==> src/rtl/mem_access_stage.sv <==
// Memory access pipeline stage: one request at a time against a 32x32 data memory.
// Sub-word stores read-merge-write the addressed word over two memory cycles.
module mem_access_stage (
   input  logic        Clock,
   input  logic        R,
   input  logic        InValid,
   output logic        InReady,
   input  logic        InWrite,
   input  logic [1:0]  InSize,
   input  logic        InSigned,
   input  logic [6:0]  InAddr,
   input  logic [31:0] InData,
   input  logic [4:0]  InRd,
   output logic        MemWriteEn,
   output logic [4:0]  MemAddy,
   output logic [31:0] MemWriteData,
   input  logic [31:0] MemReadData,
   output logic        OutValid,
   input  logic        OutReady,
   output logic [31:0] OutData,
   output logic [4:0]  OutRd,
   output logic        OutRegWrite,
   output logic        OutMisaligned
);

   typedef enum logic [1:0] {StIdle, StAccess, StWrite, StDone} state_e;

   state_e      state_q, state_d;
   logic        req_write_q;
   logic [1:0]  req_size_q;
   logic        req_signed_q;
   logic [6:0]  req_addr_q;
   logic [31:0] req_data_q;
   logic [4:0]  req_rd_q;
   logic [31:0] merged_q, merged_d;
   logic [31:0] out_data_q, out_data_d;
   logic        out_reg_write_q, out_reg_write_d;
   logic        out_mis_q, out_mis_d;

   logic        accept;
   logic        is_byte, is_half, is_word, misaligned;
   logic [4:0]  lane_shift;
   logic [31:0] shifted, load_val, lane_mask, lane_data, merged;

   assign InReady = (state_q == StIdle) & R;
   assign accept  = InValid & InReady;

   // Lane extraction and store merge against the currently addressed word
   always_comb begin
      is_byte    = (req_size_q == 2'b00);
      is_half    = (req_size_q == 2'b01);
      is_word    = req_size_q[1];
      misaligned = (is_half & req_addr_q[0]) | (is_word & (req_addr_q[1:0] != 2'b00));
      lane_shift = {req_addr_q[1:0], 3'b000};
      shifted    = MemReadData >> lane_shift;
      if (is_byte) begin
         load_val = {{24{req_signed_q & shifted[7]}}, shifted[7:0]};
      end else if (is_half) begin
         load_val = {{16{req_signed_q & shifted[15]}}, shifted[15:0]};
      end else begin
         load_val = MemReadData;
      end
      lane_mask = (is_byte ? 32'h0000_00ff : 32'h0000_ffff) << lane_shift;
      lane_data = (req_data_q & (is_byte ? 32'h0000_00ff : 32'h0000_ffff)) << lane_shift;
      merged    = (MemReadData & ~lane_mask) | lane_data;
   end

   always_comb begin
      state_d         = state_q;
      merged_d        = merged_q;
      out_data_d      = out_data_q;
      out_reg_write_d = out_reg_write_q;
      out_mis_d       = out_mis_q;
      MemWriteEn      = 1'b0;
      MemWriteData    = 32'h0;
      MemAddy         = 5'h0;
      OutValid        = 1'b0;
      unique case (state_q)
         StIdle: begin
            if (accept) state_d = StAccess;
         end
         StAccess: begin
            MemAddy         = req_addr_q[6:2];
            out_data_d      = 32'h0;
            out_reg_write_d = 1'b0;
            out_mis_d       = 1'b0;
            state_d         = StDone;
            if (misaligned) begin
               out_mis_d = 1'b1;
            end else if (!req_write_q) begin
               out_data_d      = load_val;
               out_reg_write_d = 1'b1;
            end else if (is_word) begin
               MemWriteEn   = 1'b1;
               MemWriteData = req_data_q;
            end else begin
               merged_d = merged;
               state_d  = StWrite;
            end
         end
         StWrite: begin
            MemAddy      = req_addr_q[6:2];
            MemWriteEn   = 1'b1;
            MemWriteData = merged_q;
            state_d      = StDone;
         end
         StDone: begin
            OutValid = 1'b1;
            if (OutReady) state_d = StIdle;
         end
      endcase
   end

   always_ff @(posedge Clock or negedge R) begin
      if (!R) begin
         state_q         <= StIdle;
         req_write_q     <= 1'b0;
         req_size_q      <= 2'b00;
         req_signed_q    <= 1'b0;
         req_addr_q      <= 7'h0;
         req_data_q      <= 32'h0;
         req_rd_q        <= 5'h0;
         merged_q        <= 32'h0;
         out_data_q      <= 32'h0;
         out_reg_write_q <= 1'b0;
         out_mis_q       <= 1'b0;
      end else begin
         state_q         <= state_d;
         merged_q        <= merged_d;
         out_data_q      <= out_data_d;
         out_reg_write_q <= out_reg_write_d;
         out_mis_q       <= out_mis_d;
         if (accept) begin
            req_write_q  <= InWrite;
            req_size_q   <= InSize;
            req_signed_q <= InSigned;
            req_addr_q   <= InAddr;
            req_data_q   <= InData;
            req_rd_q     <= InRd;
         end
      end
   end

   assign OutData       = out_data_q;
   assign OutRd         = req_rd_q;
   assign OutRegWrite   = out_reg_write_q;
   assign OutMisaligned = out_mis_q;

endmodule

==> config.mk <==
export PLATFORM = sky130hd
export DESIGN_NAME = mem_access_stage
export DESIGN_NICKNAME = d
export VERILOG_FILES = /design/src/rtl/mem_access_stage.sv
export SDC_FILE = /design/constraint.sdc
export NUM_CORES = 1
export LEC_CHECK = 0
export ABC_CLOCK_PERIOD_IN_PS = 2500
export CAP_MARGIN = 10
export CORE_MARGIN = 3
export CORE_UTILIZATION = 49
export DETAILED_ROUTE_END_ITERATION = 12
export GPL_TIMING_DRIVEN = 0
export PLACE_DENSITY_LB_ADDON = 0.12
export SYNTH_ARGS = -nofsm -noshare
export SYNTH_HDL_FRONTEND = slang
export SYNTH_SLANG_ARGS = --single-unit
==> constraint.sdc <==
create_clock -name Clock -period 2.5 [get_ports Clock]
set_clock_uncertainty 0.1 [all_clocks]
set_input_delay 0.625 -clock Clock [delete_from_list [all_inputs] [get_ports Clock]]
set_output_delay 0.625 -clock Clock [all_outputs]
set_load 0.05 [all_outputs]
# --- Word-level counts from Yosys, hierarchy flattened ---
# Index checks and enable logic that the tools add are counted.
op_classes:
  bitwise: 13
  n_mux: 24
  eq_ne: 6
  shifts: 3
  n_reduce_logical: 6
op_table:
  columns: ["op", "n"]
  rows:
  - ["$mux 32", 7]
  - ["$pmux 32 s2", 1]
  - ["$shl 32x5->32", 2]
  - ["$and 32x16->32", 1]
  - ["$and 32x32->32", 1]
  - ["$not 32->32", 1]
  - ["$or 32x32->32", 1]
  - ["$shr 32x5->16", 1]
  - ["$mux 16", 1]
  - ["$mux 1", 10]
  - ["$pmux 2 s4", 1]
  - ["$and 1x1->1", 6]
  - ["$mux 5", 1]
  - ["$eq 2x1->1 const B", 2]
  - ["$eq 2x2->1 const B", 2]
  - ["$logic_not 2->1", 2]
  - ["$mux 2", 2]
  - ["$ne 2x2->1 const B", 2]
  - ["$reduce_and 4->1", 1]
  - ["$not 1->1", 2]
  - ["$pmux 1 s2", 1]
  - ["$reduce_and 2->1", 1]
  - ["$reduce_bool 2->1", 1]
  - ["$reduce_or 2->1", 1]
  - ["$or 1x1->1", 1]
totals:
  word_cells: 63
  regBits: 116
  in_bits: 84

# --- Longest topological paths before layout ---
# Gate-level depths: netlist of the first run.
logic_depth:
  depth_word: 6
  mapped_depth: 7

# --- Least setup slack after synthesis of the first run ---
# OpenSTA, ideal clock, no wires.
synth_timing:
  path_type: "reg-to-output"
  startpoint: "register state_q[1]"
  endpoint: "output port MemWriteData[17]"
  n_path_buf: 1
  required_ns: 1.775
  setup_slack_ns: -0.275
  stages_incl_launch_ff: 8
  t_arrival_ns: 2.050
  cell_sequence: "dfrtp_1 > inv_1 > ha_1 > inv_2 > nor4_4 > buf_2 > a22oi_1 > nor2b_1"
synth_via:
  elab_chain_len: 2
synth_rtl:
  columns: ["element", "line", "source"]
  rows:
  - ["start: declaration", "28", "state_e state_q, state_d;"]
  - ["start signal: assignment", "116", "state_q <= StIdle;"]
  - ["start signal: assignment", "128", "state_q <= state_d;"]
  - ["$eq 2x2->1 / $eq 2x1->1 (equally long branches)", "78", "unique case (state_q)"]
  - ["$pmux 32 s2 (*)", "78", null]
  - ["end: declaration", "16", "output logic [31:0] MemWriteData,"]
# Mark *: on every way between the ends. The rest lies on a longest branch, timed or not.

# --- Final worst setup path of the first run ---
# Same ends and word-level chain as after synthesis.

==> metrics.sh, run 1 <==
RUN_STATUS='complete, but fails checks'
FAILING_CHECKS='setup timing'
TRITONCTS.NUM_BUFFERS=17
FINALWORSTSETUPSLACK_NS=-0.360
POSTROUTEWIRELENGTH_UM=21300
INITIAL_ANTENNA_VIOLATION_COUNT=0
GRTUSAGETOTAL_PCT=31.2
SETUP_TNS_NS=-11.24
DRT_FIRST_PASS_ITERS=5
POST_SYNTHESIS_MEAN_INSTANCE_AREA_SQ_UM=11.1
GP_ROUTABILITY_CONGESTION=0.919
GRT_MAX_DEGREE=42
MET2ROUTEDLENGTH_UM=10900
VDD_IR_DROP_MAX_uV=933
I_O_PIN_TOTAL=163
N_FILL_CELL=686
CHIPWIDTH_UM=116
CORE.ROWCOUNT=39
WORST_SKEW_PAIR.LATE_LATENCY_NS=0.41
ROUTEDWLPERCELL_UM=24.0
STARTPOINT_TYPE='flop'
SYNTH.LIB_CELLS_USED.DISTINCT=46
CP.REQUIRED_NS=1.77
DRV_CAP=0
TYPE_OF_THE_SETUP_PATH_WITH_THE_LEAST_SLACK='flop to output port'
TOTAL_POWER_uW=13900
RSZ0062_AT_GRT='yes'
WORST-ENDPOINT-ARRIVAL_NS=2.13
FIRST_GLOBAL_VIAS=5574
FINAL_CELL_COUNT_NO_FILL=887
CTS_TREE='done'
DRTANTENNAVIOLNETS=0
DR_WL_MET3_UM=1350
POWER-PER-CELL-AREA_mW_PER_MM2=1510
DRT_ITER0_DRC=411
SETUP.REG_TO_REG.WORST_SLACK_NS=0.16
YOSYSWARNINGCOUNT=0
REGISTER_AREA_SHARE_AFTER_SYNTHESIS_PCT=48.8
LAYOUT-AREA-OVERHEAD-VS-SYNTH_PCT=54.9
CORE_AREA_SQ_MM=0.0116
FINAL.MIN_CLOCK_PERIOD_NS=2.86
MAX_SLEW.WORST_PIN.SLEW_NS=0.758
FINISH.NET_COUNT=824
CTS.SINKS=116
ENDPOINT_KIND='output port'
CLOCK_PIN_SLEW_WORST_SETUP_AND_HOLD_PATHS_NS=0.06
DETAIL_ROUTE.DRC_VIOLATIONS=0
LAYOUT-DRIVE-GT1-SHARE_PCT=33.1
CRIT-REG2REG-CAPTURE='OutData[21]$_DFFE_PN0P_'
FLOORPLAN.DIE.HEIGHT_UM=116
TIMING.FINAL.HOLD_VIOLATIONS=0
CTS_BUFFER_DEPTH=2
FINAL.PERIOD_UTILIZATION_PCT=114
SYNTHFLOPTYPE='sky130_fd_sc_hd__dfrtp_1'
CTSHTREEMAXLEVEL=4
WORST_SLEW_MARGIN_REL_PCT=49.5
MAXSLEWVIOLCOUNT=0
ROUTED.TOP_LAYER='met4'
POST-DP-HPWL_UM=14000
MIN-DELAY-PATH-CLASS='input port to async pin'
MAXCLOCKFREQUENCY_MHz=350
VIASPERCELL=6.03
SYNTH_CELLS=534
YOSYS_REGISTER_BITS=116
FLOORPLAN.INITIALDENSITY_PCT=51.2
N_ANTENNA_CELL=0
SYN_NETS=623
VIA_COUNT=5345
GRT_FIRST_PASS_WIRELENGTH_UM=31300
PLACE.DETAILED.INSTANCES=840
DIE_AREA_SQ_MM=0.0135
SYNTH_ENABLE_FLOP_CELLS=0
WORSTREGTOREGCELLS=8
CLOCK-ROOT-BUFFER='sky130_fd_sc_hd__clkbuf_16'
GRT_OVERFLOW=0
MET1WIRELENGTH_UM=8390
CRITPATHMAXFANOUT=5
ASYNC_FLOP_SHARE_PCT=100
POWER.STATIC_LEAKAGE_uW=0.00391
FINAL-SETUP-VIOL-COUNT=38
RR_STARTPOINT='state_q[1]$_DFFE_PN0P_'
SYN-CELL-AREA_SQ_MM=0.00594
IO_BUFFERS=162
==> where the power goes <==
group | switching (uW) | internal [uW]
registers | 798 | 2760
clock network | 829 | 1520
logic | 4510 | 3510
==> per-layer routing <==
layer | vias to the layer above | track usage [%]
li1 | 2388 | -
met1 | 2658 | 39.8
met2 | 255 | 51.4
met3 | 44 | 7.67
met4 | 0 | 12.4
met5 | - | 0
==> cell usage in the layout, fill, tap and decap left out, types with 5 or more instances in the layout <==
master | Yosys | routed
sky130_fd_sc_hd__nor2b_1 | 40 | 8
sky130_fd_sc_hd__a221o_1 | 16 | 16
sky130_fd_sc_hd__buf_2 | 12 | 8
sky130_fd_sc_hd__clkdlybuf4s50_1 | 0 | 121
sky130_fd_sc_hd__mux2i_1 | 22 | 22
sky130_fd_sc_hd__buf_8 | 0 | 21
sky130_fd_sc_hd__clkbuf_16 | 0 | 18
sky130_fd_sc_hd__o221ai_1 | 9 | 9
sky130_fd_sc_hd__inv_1 | 13 | 11
sky130_fd_sc_hd__nor2b_4 | 0 | 28
sky130_fd_sc_hd__o2bb2ai_1 | 7 | 7
sky130_fd_sc_hd__o21ai_0 | 15 | 15
sky130_fd_sc_hd__a211oi_1 | 7 | 7
sky130_fd_sc_hd__nand2_1 | 33 | 33
sky130_fd_sc_hd__and2_1 | 6 | 5
sky130_fd_sc_hd__o21ai_1 | 36 | 36
sky130_fd_sc_hd__a22oi_1 | 45 | 14
sky130_fd_sc_hd__dfrtp_1 | 116 | 114
sky130_fd_sc_hd__a22o_1 | 7 | 7
sky130_fd_sc_hd__buf_6 | 3 | 29
sky130_fd_sc_hd__clkbuf_8 | 0 | 5
sky130_fd_sc_hd__mux2_2 | 51 | 51
sky130_fd_sc_hd__a2bb2oi_1 | 18 | 18
sky130_fd_sc_hd__a22oi_2 | 0 | 31
sky130_fd_sc_hd__buf_4 | 1 | 11
sky130_fd_sc_hd__nor2_1 | 9 | 9
sky130_fd_sc_hd__clkbuf_1 | 23 | 19
==> layout make-up <==
cell class                 count  area [sq um]  area share [%]
clock buffer                  23           478            5.19
buffer                        45           297            3.22
clock inverter                 5          77.6           0.843
sequential                   116          2910            31.6
multi-input combinational    357          3170            34.5
inverter                      15          56.3           0.612
timing repair buffer         183          2040            22.2
tap                          143           179            1.94
==> worst max-delay path by stage <==
stage	start	to	slack [ns]	cells after the start
global placement	R	req_data_q[28]$_DFFE_PN0P_	-4.58	5
global route	state_q[1]$_DFFE_PN0P_	MemWriteData[17]	-0.42	10
finish	state_q[1]$_DFFE_PN0P_	MemWriteData[17]	-0.36	10
detailed placement	state_q[0]$_DFFE_PN0P_	MemWriteData[14]	-1.02	6
floorplan	state_q[1]$_DFFE_PN0P_	MemWriteData[17]	-0.03	7
CTS	state_q[1]$_DFFE_PN0P_	MemWriteData[10]	-0.33	10
==> synthesized netlist by cell type (all sizes together) (10+ instances only) <==
| cell type | instances | area, sq um |
|---|---|---|
| mux2i | 24 | 256 |
| mux2 | 51 | 574 |
| a221o | 16 | 160 |
| clkbuf | 25 | 96.3 |
| nand2 | 33 | 124 |
| nor2b | 40 | 250 |
| buf | 21 | 120 |
| dfrtp | 116 | 2900 |
| a22oi | 45 | 338 |
| a2bb2oi | 18 | 158 |
| o21ai | 53 | 280 |
| inv | 15 | 56.3 |
| o221ai | 10 | 105 |
==> per-stage QoR <==
| stage | hold WS, ns | instance area (sq um) | worst slack [ns] | util [%] |
|---|---|---|---|---|
| 2_1_floorplan | 0.229 | 6160 | -0.0296 | - |
| 3_3_place_gp | 0.371 | 7970 | -4.58 | 68.6 |
| 3_5_place_dp | 0.375 | 7990 | -1.02 | 68.8 |
| 5_1_grt | 0.0844 | 9210 | -0.425 | 79.3 |
| 6_report | 0.0849 | 9210 | -0.360 | 79.3 |
| 4_1_cts | 0.0745 | 9010 | -0.333 | 77.6 |
==> critical path, stage by stage, from the launching register on <==
cell and delay [ns]:
sky130_fd_sc_hd__dfrtp_1 0.40, sky130_fd_sc_hd__inv_2 0.08, sky130_fd_sc_hd__ha_4 0.13, sky130_fd_sc_hd__inv_2 0.04, sky130_fd_sc_hd__nor4_4 0.25, sky130_fd_sc_hd__buf_6 0.17
sky130_fd_sc_hd__buf_12 0.13, sky130_fd_sc_hd__buf_8 0.12, sky130_fd_sc_hd__a22oi_2 0.06, sky130_fd_sc_hd__nor2b_2 0.15, sky130_fd_sc_hd__buf_6 0.17
==> logic make-up (layout without fill, tap and decap cells) <==
| family | Yosys count | count (layout) | synth area share, % |
|---|---|---|---|
| muxes | 75 | 75 | 14.0 |
| adders and majority gates | 5 | 5 | 1.05 |
| and+or+nand+nor | 103 | 103 | 9.64 |
| buffers and inverters | 61 | 271 | 4.59 |
| DFF | 116 | 116 | 48.8 |
| AOI/OAI and AO/OA | 174 | 174 | 21.9 |
==> registers in the layout, summed over array words and instances (netlist names) <==
| name | flops |
|---|---|
| OutData | 32 |
| merged_q | 32 |
| req_data_q | 32 |
| req_addr_q | 7 |
| OutRd | 5 |
| req_size_q | 2 |
| state_q | 2 |
| OutMisaligned | 1 |
| OutRegWrite | 1 |
| req_signed_q | 1 |
| req_write_q | 1 |
==> repair_timing <==
item                       4_1_cts  5_1_grt
resized for setup              328       38
setup endpoints to repair       50       48
pin swaps                        9        9
cloned                           4        1
hold buffers                     1        0
hold endpoints to repair        36        0
buffers inserted                10        5
(Power assumes the default switching activity.)
==> inputs of run 2 (changes only) <==
--- a/config.mk
+++ b/config.mk
@@ -7,7 +7,7 @@
 export LEC_CHECK = 0
 export ABC_CLOCK_PERIOD_IN_PS = 2500
 export CAP_MARGIN = 10
-export CORE_MARGIN = 3
+export CORE_MARGIN = 10
 export CORE_UTILIZATION = 49
 export DETAILED_ROUTE_END_ITERATION = 12
 export GPL_TIMING_DRIVEN = 0
==> run 2 against run 1 <==
The flow finishes with violations (hold timing, setup timing). First-iteration DRC count shrank 2.9%. Worst setup slack got worse by 0.028 ns. Flip-flop and latch count stayed put. Worst hold slack worse by 0.11 ns. Register-to-register slack barely moved. Critical path type unchanged.
==> metrics.sh, run 2 (same netlist as run 1, synthesis figures left out) <==
SETUP_TNS_NS=-10.86  # was -11.24 ns
LAYOUT-DRIVE-GT1-SHARE_PCT=31.7  # was 33.1%
FLOORPLAN.INITIALDENSITY_PCT=49.7  # was 51.2%
DRTANTENNAVIOLNETS=0  # unchanged
STARTPOINT_TYPE='flop'  # unchanged
ENDPOINT_KIND='output port'  # unchanged
MAXCLOCKFREQUENCY_MHz=346  # was 350 MHz
FINAL.PERIOD_UTILIZATION_PCT=116  # was 114%
N_FILL_CELL=784  # was 686
ROUTED.TOP_LAYER='met4'  # unchanged
TYPE_OF_THE_SETUP_PATH_WITH_THE_LEAST_SLACK='flop to output port'  # unchanged
GRTUSAGETOTAL_PCT=25.2  # was 31.2%
POWER-PER-CELL-AREA_mW_PER_MM2=1520  # was 1510 mW/mm^2
CLOCK-ROOT-BUFFER='sky130_fd_sc_hd__clkbuf_16'  # unchanged
DR_WL_MET3_UM=1490  # was 1350 um
SEQUENTIAL_CELL_AREA_SQ_MM=0.00291  # unchanged
HOLD_SLACK_NS=-0.0226  # was 0.0849 ns
CORE.ROWCOUNT=40  # was 39
MULTIINPUTGATEAREA_SQ_MM=0.00312  # was 0.00317 sq mm
CRITICAL_PATH.SLOWEST_CELL='sky130_fd_sc_hd__dfrtp_1'  # unchanged
WORST_SLEW_MARGIN_REL_PCT=56.3  # was 49.5%
LAYOUT-AREA-OVERHEAD-VS-SYNTH_PCT=53.0  # was 54.9%
VIASPERCELL=5.90  # was 6.03
GRT_FIRST_PASS_WIRELENGTH_UM=32500  # was 31300 um
DRT_FIRST_PASS_ITERS=7  # was 5
CP.REQUIRED_NS=1.77  # about the same
FLOORPLAN.DIE.HEIGHT_UM=130  # was 116 um
FAILING_CHECKS='hold timing, setup timing'  # was setup timing
GRT_MAX_DEGREE=68  # was 42
DRT_ITER0_DRC=399  # was 411
WORST-ENDPOINT-ARRIVAL_NS=2.16  # was 2.13 ns
FINAL.MIN_CLOCK_PERIOD_NS=2.89  # was 2.86 ns
I_O_PIN_TOTAL=163  # unchanged
POSTROUTEWIRELENGTH_UM=21300  # about the same
MAX_SLEW.WORST_PIN.SLEW_NS=0.656  # was 0.758 ns
VDD_IR_DROP_MAX_uV=807  # was 933 uV
CRITPATHMAXFANOUT=10  # was 5
CHIPWIDTH_UM=130  # was 116 um
MOST_USED_CELL_ALONG_THE_CRITICAL_PATH='sky130_fd_sc_hd__buf_8'
INITIAL_ANTENNA_VIOLATION_COUNT=0  # unchanged
RSZ0062_AT_GRT='yes'  # unchanged
DETAIL_ROUTE.DRC_VIOLATIONS=0  # unchanged
MIN-DELAY-PATH-CLASS='input port to async pin'  # unchanged
CLOCK_PIN_SLEW_WORST_SETUP_AND_HOLD_PATHS_NS=0.05  # was 0.06 ns
LAYOUT.CELLS.MOST_COMMON_LIST='sky130_fd_sc_hd__clkdlybuf4s50_1, sky130_fd_sc_hd__dfrtp_1, sky130_fd_sc_hd__mux2_2'  # unchanged
CTS_TREE='done'  # unchanged
ROUTEDWLPERCELL_UM=24.0  # about the same
CTS.SINKS=116  # unchanged
MET1WIRELENGTH_UM=8900  # was 8390 um
CP_TOP_FAMILY='buffers and inverters'  # unchanged
MAXSLEWVIOLCOUNT=0  # unchanged
FIRST_GLOBAL_VIAS=5614  # was 5574
MOST_COMMON_CELL_AFTER_LAYOUT_FILL_AND_TAPS_ASIDE='sky130_fd_sc_hd__clkdlybuf4s50_1'  # unchanged
PATH_CELLS='inv_2, ha_4, inv_4, nor4_4, buf_6, buf_8, a22oi_1, nor2b_4, buf_8'  # was inv_2, ha_4, inv_2, nor4_4, buf_6, buf_12, buf_8, a22oi_2, nor2b_2, buf_6
GP_ROUTABILITY_CONGESTION=0.890  # was 0.919
MET2ROUTEDLENGTH_UM=10500  # was 10900 um
N_ANTENNA_CELL=0  # unchanged
FINISH.UTILIZATION_PCT=76.0  # was 79.3%
GRT_OVERFLOW=0  # unchanged
RUN_STATUS='complete, but fails checks'  # unchanged
CORE_AREA_SQ_MM=0.0120  # was 0.0116 sq mm
FINISH.NET_COUNT=818  # was 824
TRITONCTS.NUM_BUFFERS=17  # unchanged
VIA_COUNT=5242  # was 5345
PRECTSSETUPSLACK_NS=-1.09  # was -1.02 ns
FINALWORSTSETUPSLACK_NS=-0.388  # was -0.360 ns
CTS_BUFFER_DEPTH=2  # unchanged
POWER.STATIC_LEAKAGE_uW=0.00387  # was 0.00391 uW
IO_BUFFERS=162  # unchanged
WORST_SKEW_PAIR.LATE_LATENCY_NS=0.42  # was 0.41 ns
CP.BUFFERS_INVERTERS=5  # was 6
FINAL-SETUP-VIOL-COUNT=33  # was 38
TIMING.FINAL.HOLD_VIOLATIONS=11  # was 0
DIE_AREA_SQ_MM=0.0169  # was 0.0135 sq mm
CTSHTREEMAXLEVEL=4  # unchanged
CRITICAL_PATH.MAX_STAGE_DELAY_NS=0.40  # about the same
DRV_CAP=0  # unchanged
POST-DP-HPWL_UM=15400  # was 14000 um
## run 2: cell types whose count changed in the layout (fill, tap and decap cells not counted), sizes merged
cell	before	now
clkinvlp	1	4
clkdlybuf4s15	1	2
clkbuf	48	42
buf	79	73
bufinv	2	3
clkinv	2	7
## run 2: power by group
part / internal, uW / leakage [uW] / switching (uW) / total, uW
Clock: 1550 / 0.000281 / 891 / 2450
Combinational: 3380 / 0.00214 / 4450 / 7830
Sequential: 2760 / 0.00145 / 759 / 3520
## run 2: area by class of cell
cell class | instances | area share (%)
multi-input combinational | 357 | 34.3
tap | 147 | 2.02
clock inverter | 14 | 1.79
buffer | 45 | 3.31
timing repair buffer | 177 | 21.3
sequential | 116 | 31.9
inverter | 15 | 0.646
clock buffer | 18 | 4.72
## run 2: path summary, 6_finish.rpt
check	cells after the start	from	to	slack, ns
worst max-delay path	9	state_q[1]$_DFFE_PN0P_	MemWriteData[24]	-0.39
worst min-delay path	1	R	req_addr_q[4]$_DFFE_PN0P_	-0.02
worst max register to register	7	state_q[1]$_DFFE_PN0P_	req_addr_q[5]$_DFFE_PN0P_	0.15
worst min register to register	1	OutRegWrite$_DFFE_PN0P_	OutRegWrite$_DFFE_PN0P_	0.38
max in group asynchronous	2	R	OutRd[3]$_DFFE_PN0P_	1.68
min in group Clock	1	OutRegWrite$_DFFE_PN0P_	OutRegWrite$_DFFE_PN0P_	0.38
## run 2: timing repair
item,4_1_cts,5_1_grt
gates cloned,2,0
pin swaps,3,1
buffers inserted,10,2
hold buffers,0,0
endpoints found under the setup margin,60,39
resized for setup,329,26
## run 2: per-layer routing
metal | global-route usage [%] | vias to the layer above
met5 | 0 | -
met3 | 6.86 | 36
met1 | 31.1 | 2635
li1 | - | 2370
met2 | 41.5 | 201
met4 | 8.93 | 0
## run 2: stage by stage
stage / instance area, sq um / total power [uW] / std cells
after global routing: 9100 / 14400 / 889
after CTS: 8980 / 13500 / 887
after detailed placement: 8000 / 10500 / 844
after floorplan: 6160 / 8330 / 534
after global placement: 7970 / 10400 / 843
final: 9100 / 13800 / 889
==> inputs of run 3 (changes only) <==
--- a/config.mk
+++ b/config.mk
@@ -5,6 +5,7 @@
 export SDC_FILE = /design/constraint.sdc
 export NUM_CORES = 1
 export LEC_CHECK = 0
+export ABC_AREA = 1
 export ABC_CLOCK_PERIOD_IN_PS = 2500
 export CAP_MARGIN = 10
 export CORE_MARGIN = 10
==> run 3 against run 2 <==
The run ends with setup timing left. Non-clock buffer count down 2. Critical path depth down 2. First-iteration DRC count up 48%. Clock power up 4%. Combinational power up 2%. Global-route usage up 1.3 points. Maximum frequency up 4.2%. Sequential power about the same. Die area up 2.2%. Routed wire length up 13%.
==> metrics.sh, run 3 <==
CRITPATHMAXFANOUT=10  # unchanged
SYNTH_ENABLE_FLOP_CELLS=0  # unchanged
CRITICAL_PATH.MAX_STAGE_DELAY_NS=0.38  # was 0.40 ns
DRT_FIRST_PASS_ITERS=7  # unchanged
CLOCK_PIN_SLEW_WORST_SETUP_AND_HOLD_PATHS_NS=0.07  # was 0.05 ns
MOST_COMMON_CELL_AFTER_LAYOUT_FILL_AND_TAPS_ASIDE='sky130_fd_sc_hd__nand2_1'  # was sky130_fd_sc_hd__clkdlybuf4s50_1
GRTUSAGETOTAL_PCT=26.5  # was 25.2%
RSZ0062_AT_GRT='yes'  # unchanged
FLOORPLAN.DIE.HEIGHT_UM=132  # was 130 um
CLOCK-ROOT-BUFFER='sky130_fd_sc_hd__clkbuf_16'  # unchanged
RR_STARTPOINT='state_q[1]$_DFFE_PN0P_'  # unchanged
POWER.INTERNAL_uW=7110  # was 7700 uW
POST_SYNTHESIS_MEAN_INSTANCE_AREA_SQ_UM=8.03  # was 11.1 sq um
GRT_FIRST_PASS_WIRELENGTH_UM=36900  # was 32500 um
FINISH.UTILIZATION_PCT=76.4  # was 76.0%
YOSYSWARNINGCOUNT=0  # unchanged
MAXSLEWVIOLCOUNT=0  # unchanged
SYN_NETS=849  # was 623
FINISH.NET_COUNT=1047  # was 818
FINAL-SETUP-VIOL-COUNT=33  # unchanged
VIA_COUNT=6481  # was 5242
WORSTREGTOREGCELLS=7  # unchanged
FINISH.INSTANCE_AREA_SQ_MM=0.00925  # was 0.00910 sq mm
SEQUENTIALPOWERSHARE_PCT=25.0  # was 25.5%
POWER-PER-CELL-AREA_mW_PER_MM2=1520  # about the same
MAX_SLEW.WORST_PIN.SLEW_NS=0.596  # was 0.656 ns
DIE_AREA_SQ_MM=0.0173  # was 0.0169 sq mm
CORE.ROWCOUNT=40  # unchanged
TYPE_OF_THE_SETUP_PATH_WITH_THE_LEAST_SLACK='flop to output port'  # unchanged
GP_ROUTABILITY_CONGESTION=0.951  # was 0.890
SYNTH.LIB_CELLS_USED.DISTINCT=27  # was 46
CP_TOP_FAMILY='buffers and inverters'  # unchanged
POWER.SHARE.SWITCHING_PCT=49.3  # was 44.2%
RUN_STATUS='complete, but fails checks'  # unchanged
I_O_PIN_TOTAL=163  # unchanged
TOTAL_POWER_uW=14000  # was 13800 uW
FIRST_GLOBAL_VIAS=6574  # was 5614
CTSHTREEMAXLEVEL=4  # unchanged
DETAIL_ROUTE.DRC_VIOLATIONS=0  # unchanged
TRITONCTS.NUM_BUFFERS=17  # unchanged
STARTPOINT_TYPE='flop'  # unchanged
ROUTEDWLPERCELL_UM=21.2  # was 24.0 um
SYN-CELL-AREA_SQ_MM=0.00610  # was 0.00594 sq mm
POSTROUTEWIRELENGTH_UM=24100  # was 21300 um
CHIPWIDTH_UM=132  # was 130 um
LAYOUT.CELLS.MOST_COMMON_LIST='sky130_fd_sc_hd__nand2_1, sky130_fd_sc_hd__clkdlybuf4s50_1, sky130_fd_sc_hd__dfrtp_1'  # was sky130_fd_sc_hd__clkdlybuf4s50_1, sky130_fd_sc_hd__dfrtp_1, sky130_fd_sc_hd__mux2_2
CRIT-REG2REG-CAPTURE='merged_q[22]$_DFFE_PN0P_'  # was req_addr_q[5]$_DFFE_PN0P_
LAYOUT-AREA-OVERHEAD-VS-SYNTH_PCT=51.7  # was 53.0%
POWER.STATIC_LEAKAGE_uW=0.00422  # was 0.00387 uW
MOST_USED_CELL_ALONG_THE_CRITICAL_PATH='sky130_fd_sc_hd__inv_2'  # was sky130_fd_sc_hd__buf_8
FINAL.PERIOD_UTILIZATION_PCT=111  # was 116%
MIN-DELAY-PATH-CLASS='input port to async pin'  # unchanged
SYNTH.TOP_CELLS.BY_AREA='sky130_fd_sc_hd__dfrtp_1, sky130_fd_sc_hd__nand2_1, sky130_fd_sc_hd__mux2_2'  # was sky130_fd_sc_hd__dfrtp_1, sky130_fd_sc_hd__mux2_2, sky130_fd_sc_hd__a22oi_1
SYNTHMOSTINSTANTIATEDCELL='sky130_fd_sc_hd__nand2_1'  # was sky130_fd_sc_hd__dfrtp_1
REGISTER_AREA_SHARE_AFTER_SYNTHESIS_PCT=47.6  # was 48.8%
PATH_CELLS='inv_2, buf_4, ha_4, inv_2, clkbuf_8, a21oi_4, buf_8'  # was inv_2, ha_4, inv_4, nor4_4, buf_6, buf_8, a22oi_1, nor2b_4, buf_8
FINALWORSTSETUPSLACK_NS=-0.270  # was -0.388 ns
LAYOUT-DRIVE-GT1-SHARE_PCT=25.3  # was 31.7%
POST-DP-HPWL_UM=16700  # was 15400 um
N_ANTENNA_CELL=0  # unchanged
SYNTH_CELLS=760  # was 534
YS_TOP_CELLS_BY_COUNT='sky130_fd_sc_hd__nand2_1, sky130_fd_sc_hd__dfrtp_1, sky130_fd_sc_hd__nor2_1'  # was sky130_fd_sc_hd__dfrtp_1, sky130_fd_sc_hd__mux2_2, sky130_fd_sc_hd__a22oi_1
ASYNC_FLOP_SHARE_PCT=100  # unchanged
CTS_TREE='done'  # unchanged
POST_SYNTH_TOP_AREA_SHARE_PCT=47.6  # was 48.8%
WORST_SKEW_PAIR.LATE_LATENCY_NS=0.42  # about the same
POWER.SHARE.COMBINATIONAL_PCT=56.9  # was 56.8%
GRT_MAX_DEGREE=61  # was 68
SYNTHFLOPTYPE='sky130_fd_sc_hd__dfrtp_1'  # unchanged
CTS_BUFFER_DEPTH=2  # unchanged
TOTAL_SWITCHING_POWER_uW=6930  # was 6100 uW
CRITICAL_PATH.SLOWEST_CELL='sky130_fd_sc_hd__dfrtp_1'  # unchanged
CTS.SINKS=116  # unchanged
WORST-ENDPOINT-ARRIVAL_NS=2.05  # was 2.16 ns
SHARE_CLK_OF_TOTAL_POWER_PCT=18.1  # was 17.7%
HOLD_SLACK_NS=0.0570  # was -0.0226 ns
FAILING_CHECKS='setup timing'  # was hold timing, setup timing
YOSYS_REGISTER_BITS=116  # unchanged
DRT_ITER0_DRC=590  # was 399
CP.REQUIRED_NS=1.77  # about the same
TIMING.FINAL.HOLD_VIOLATIONS=0  # was 11
VIASPERCELL=5.69  # was 5.90
SYNTH_TOP_CELL_BY_AREA='sky130_fd_sc_hd__dfrtp_1'  # unchanged
FLOORPLAN.INITIALDENSITY_PCT=50.4  # was 49.7%
IO_BUFFERS=162  # unchanged
CP.BUFFERS_INVERTERS=5  # unchanged
INITIAL_ANTENNA_VIOLATION_COUNT=0  # unchanged
DRV_CAP=0  # unchanged
SETUP.REG_TO_REG.WORST_SLACK_NS=0.28  # was 0.15 ns
VDD_IR_DROP_MAX_uV=998  # was 807 uV
PRECTSSETUPSLACK_NS=-1.14  # was -1.09 ns
DRTANTENNAVIOLNETS=0  # unchanged
FINAL.MIN_CLOCK_PERIOD_NS=2.77  # was 2.89 ns
GRT_OVERFLOW=0  # unchanged
N_FILL_CELL=814  # was 784
CORE_AREA_SQ_MM=0.0121  # was 0.0120 sq mm
MAXCLOCKFREQUENCY_MHz=361  # was 346 MHz
PLACEMENT_STAGE_CELL_AREA_SQ_MM=0.00796  # was 0.00800 sq mm
ENDPOINT_KIND='output port'  # unchanged
WORST_SLEW_MARGIN_REL_PCT=60.3  # was 56.3%
==> run 3: cell types whose count changed in the layout (fill, tap and decap cells not counted), moves of 28 or more <==
cell / before / now
sky130_fd_sc_hd__nor2b_4: 28 / 0
sky130_fd_sc_hd__nand2_1: 33 / 273
sky130_fd_sc_hd__a31oi_1: 0 / 31
sky130_fd_sc_hd__nand3_1: 2 / 32
sky130_fd_sc_hd__o21ai_1: 36 / 0
sky130_fd_sc_hd__nor2_1: 9 / 56
==> run 3: worst reg2reg max path: stages, from the launching register on <==
cell                       delay (ns)
sky130_fd_sc_hd__dfrtp_1         0.40
sky130_fd_sc_hd__inv_2           0.08
sky130_fd_sc_hd__ha_4            0.14
sky130_fd_sc_hd__nand2_4         0.06
sky130_fd_sc_hd__buf_4           0.13
sky130_fd_sc_hd__nor2_2          0.41
sky130_fd_sc_hd__clkbuf_1        0.52
sky130_fd_sc_hd__a31oi_1         0.20
==> run 3: logic make-up (layout without fill, tap and decap cells) <==
logic type	Yosys count	after routing	synth area share, %
fa+ha+maj	5	5	1.03
compound gates	112	112	10.9
flops	116	116	47.6
simple gates	402	402	26.6
buf+inv	81	292	5.76
mux	44	44	8.12
==> run 3: layer usage <==
layer / vias up / track usage (%) / wire (um)
li1: 2867 / - / -
met4: 0 / 8.96 / 685
met5: - / 0 / 0
met1: 3156 / 33.2 / 9960
met3: 70 / 7.51 / 1910
met2: 388 / 43.0 / 11600
==> run 3: worst max path at each step <==
stage                      startpoint               end  slack (ns)  cells past startpoint
2_1_floorplan  state_q[0]$_DFFE_PN0P_  MemWriteData[13]       -0.27                      6
3_3_place_gp                        R           InReady       -4.24                      4
3_5_place_dp   state_q[0]$_DFFE_PN0P_   MemWriteData[8]       -1.14                      7
4_1_cts        state_q[1]$_DFFE_PN0P_   MemWriteData[6]       -0.22                      7
5_1_grt        state_q[1]$_DFFE_PN0P_  MemWriteData[19]       -0.34                      9
6_report       state_q[1]$_DFFE_PN0P_   MemWriteData[7]       -0.27                      7
==> run 3: final cells by class <==
class | instances | area [sq um] | share of cell area (%)
Sequential cell | 116 | 2910 | 31.4
Buffer | 37 | 231 | 2.50
Tap cell | 168 | 210 | 2.27
Clock buffer | 19 | 443 | 4.79
Inverter | 40 | 153 | 1.65
Clock inverter | 13 | 171 | 1.85
Timing Repair Buffer | 183 | 1970 | 21.3
Multi-Input combinational cell | 563 | 3160 | 34.2
==> run 3: what timing repair did <==
item,4_1_cts,5_1_grt
gates cloned,2,2
setup endpoints to repair,40,39
resized for setup,295,74
hold buffers,0,2
hold endpoints to repair,0,58
buffers inserted,11,3
pin swaps,6,16
==> run 3: through the flow <==
step | TNS, ns | cells
2_1_floorplan | -8.49 | 760
3_3_place_gp | -644.97 | 1090
3_5_place_dp | -45.71 | 1091
4_1_cts | -6.01 | 1132
5_1_grt | -10.50 | 1139
6_report | -7.72 | 1139
==> run 3: power groups by stage <==
stage | combinational, uW | clock (uW) | sequential (uW)
2_1_floorplan | 3780 | 0 | 4180
3_3_place_gp | 6920 | 0 | 3380
3_5_place_dp | 7040 | 0 | 3420
4_1_cts | 7460 | 2550 | 3410
5_1_grt | 8490 | 2640 | 3590
6_report | 7990 | 2550 | 3510
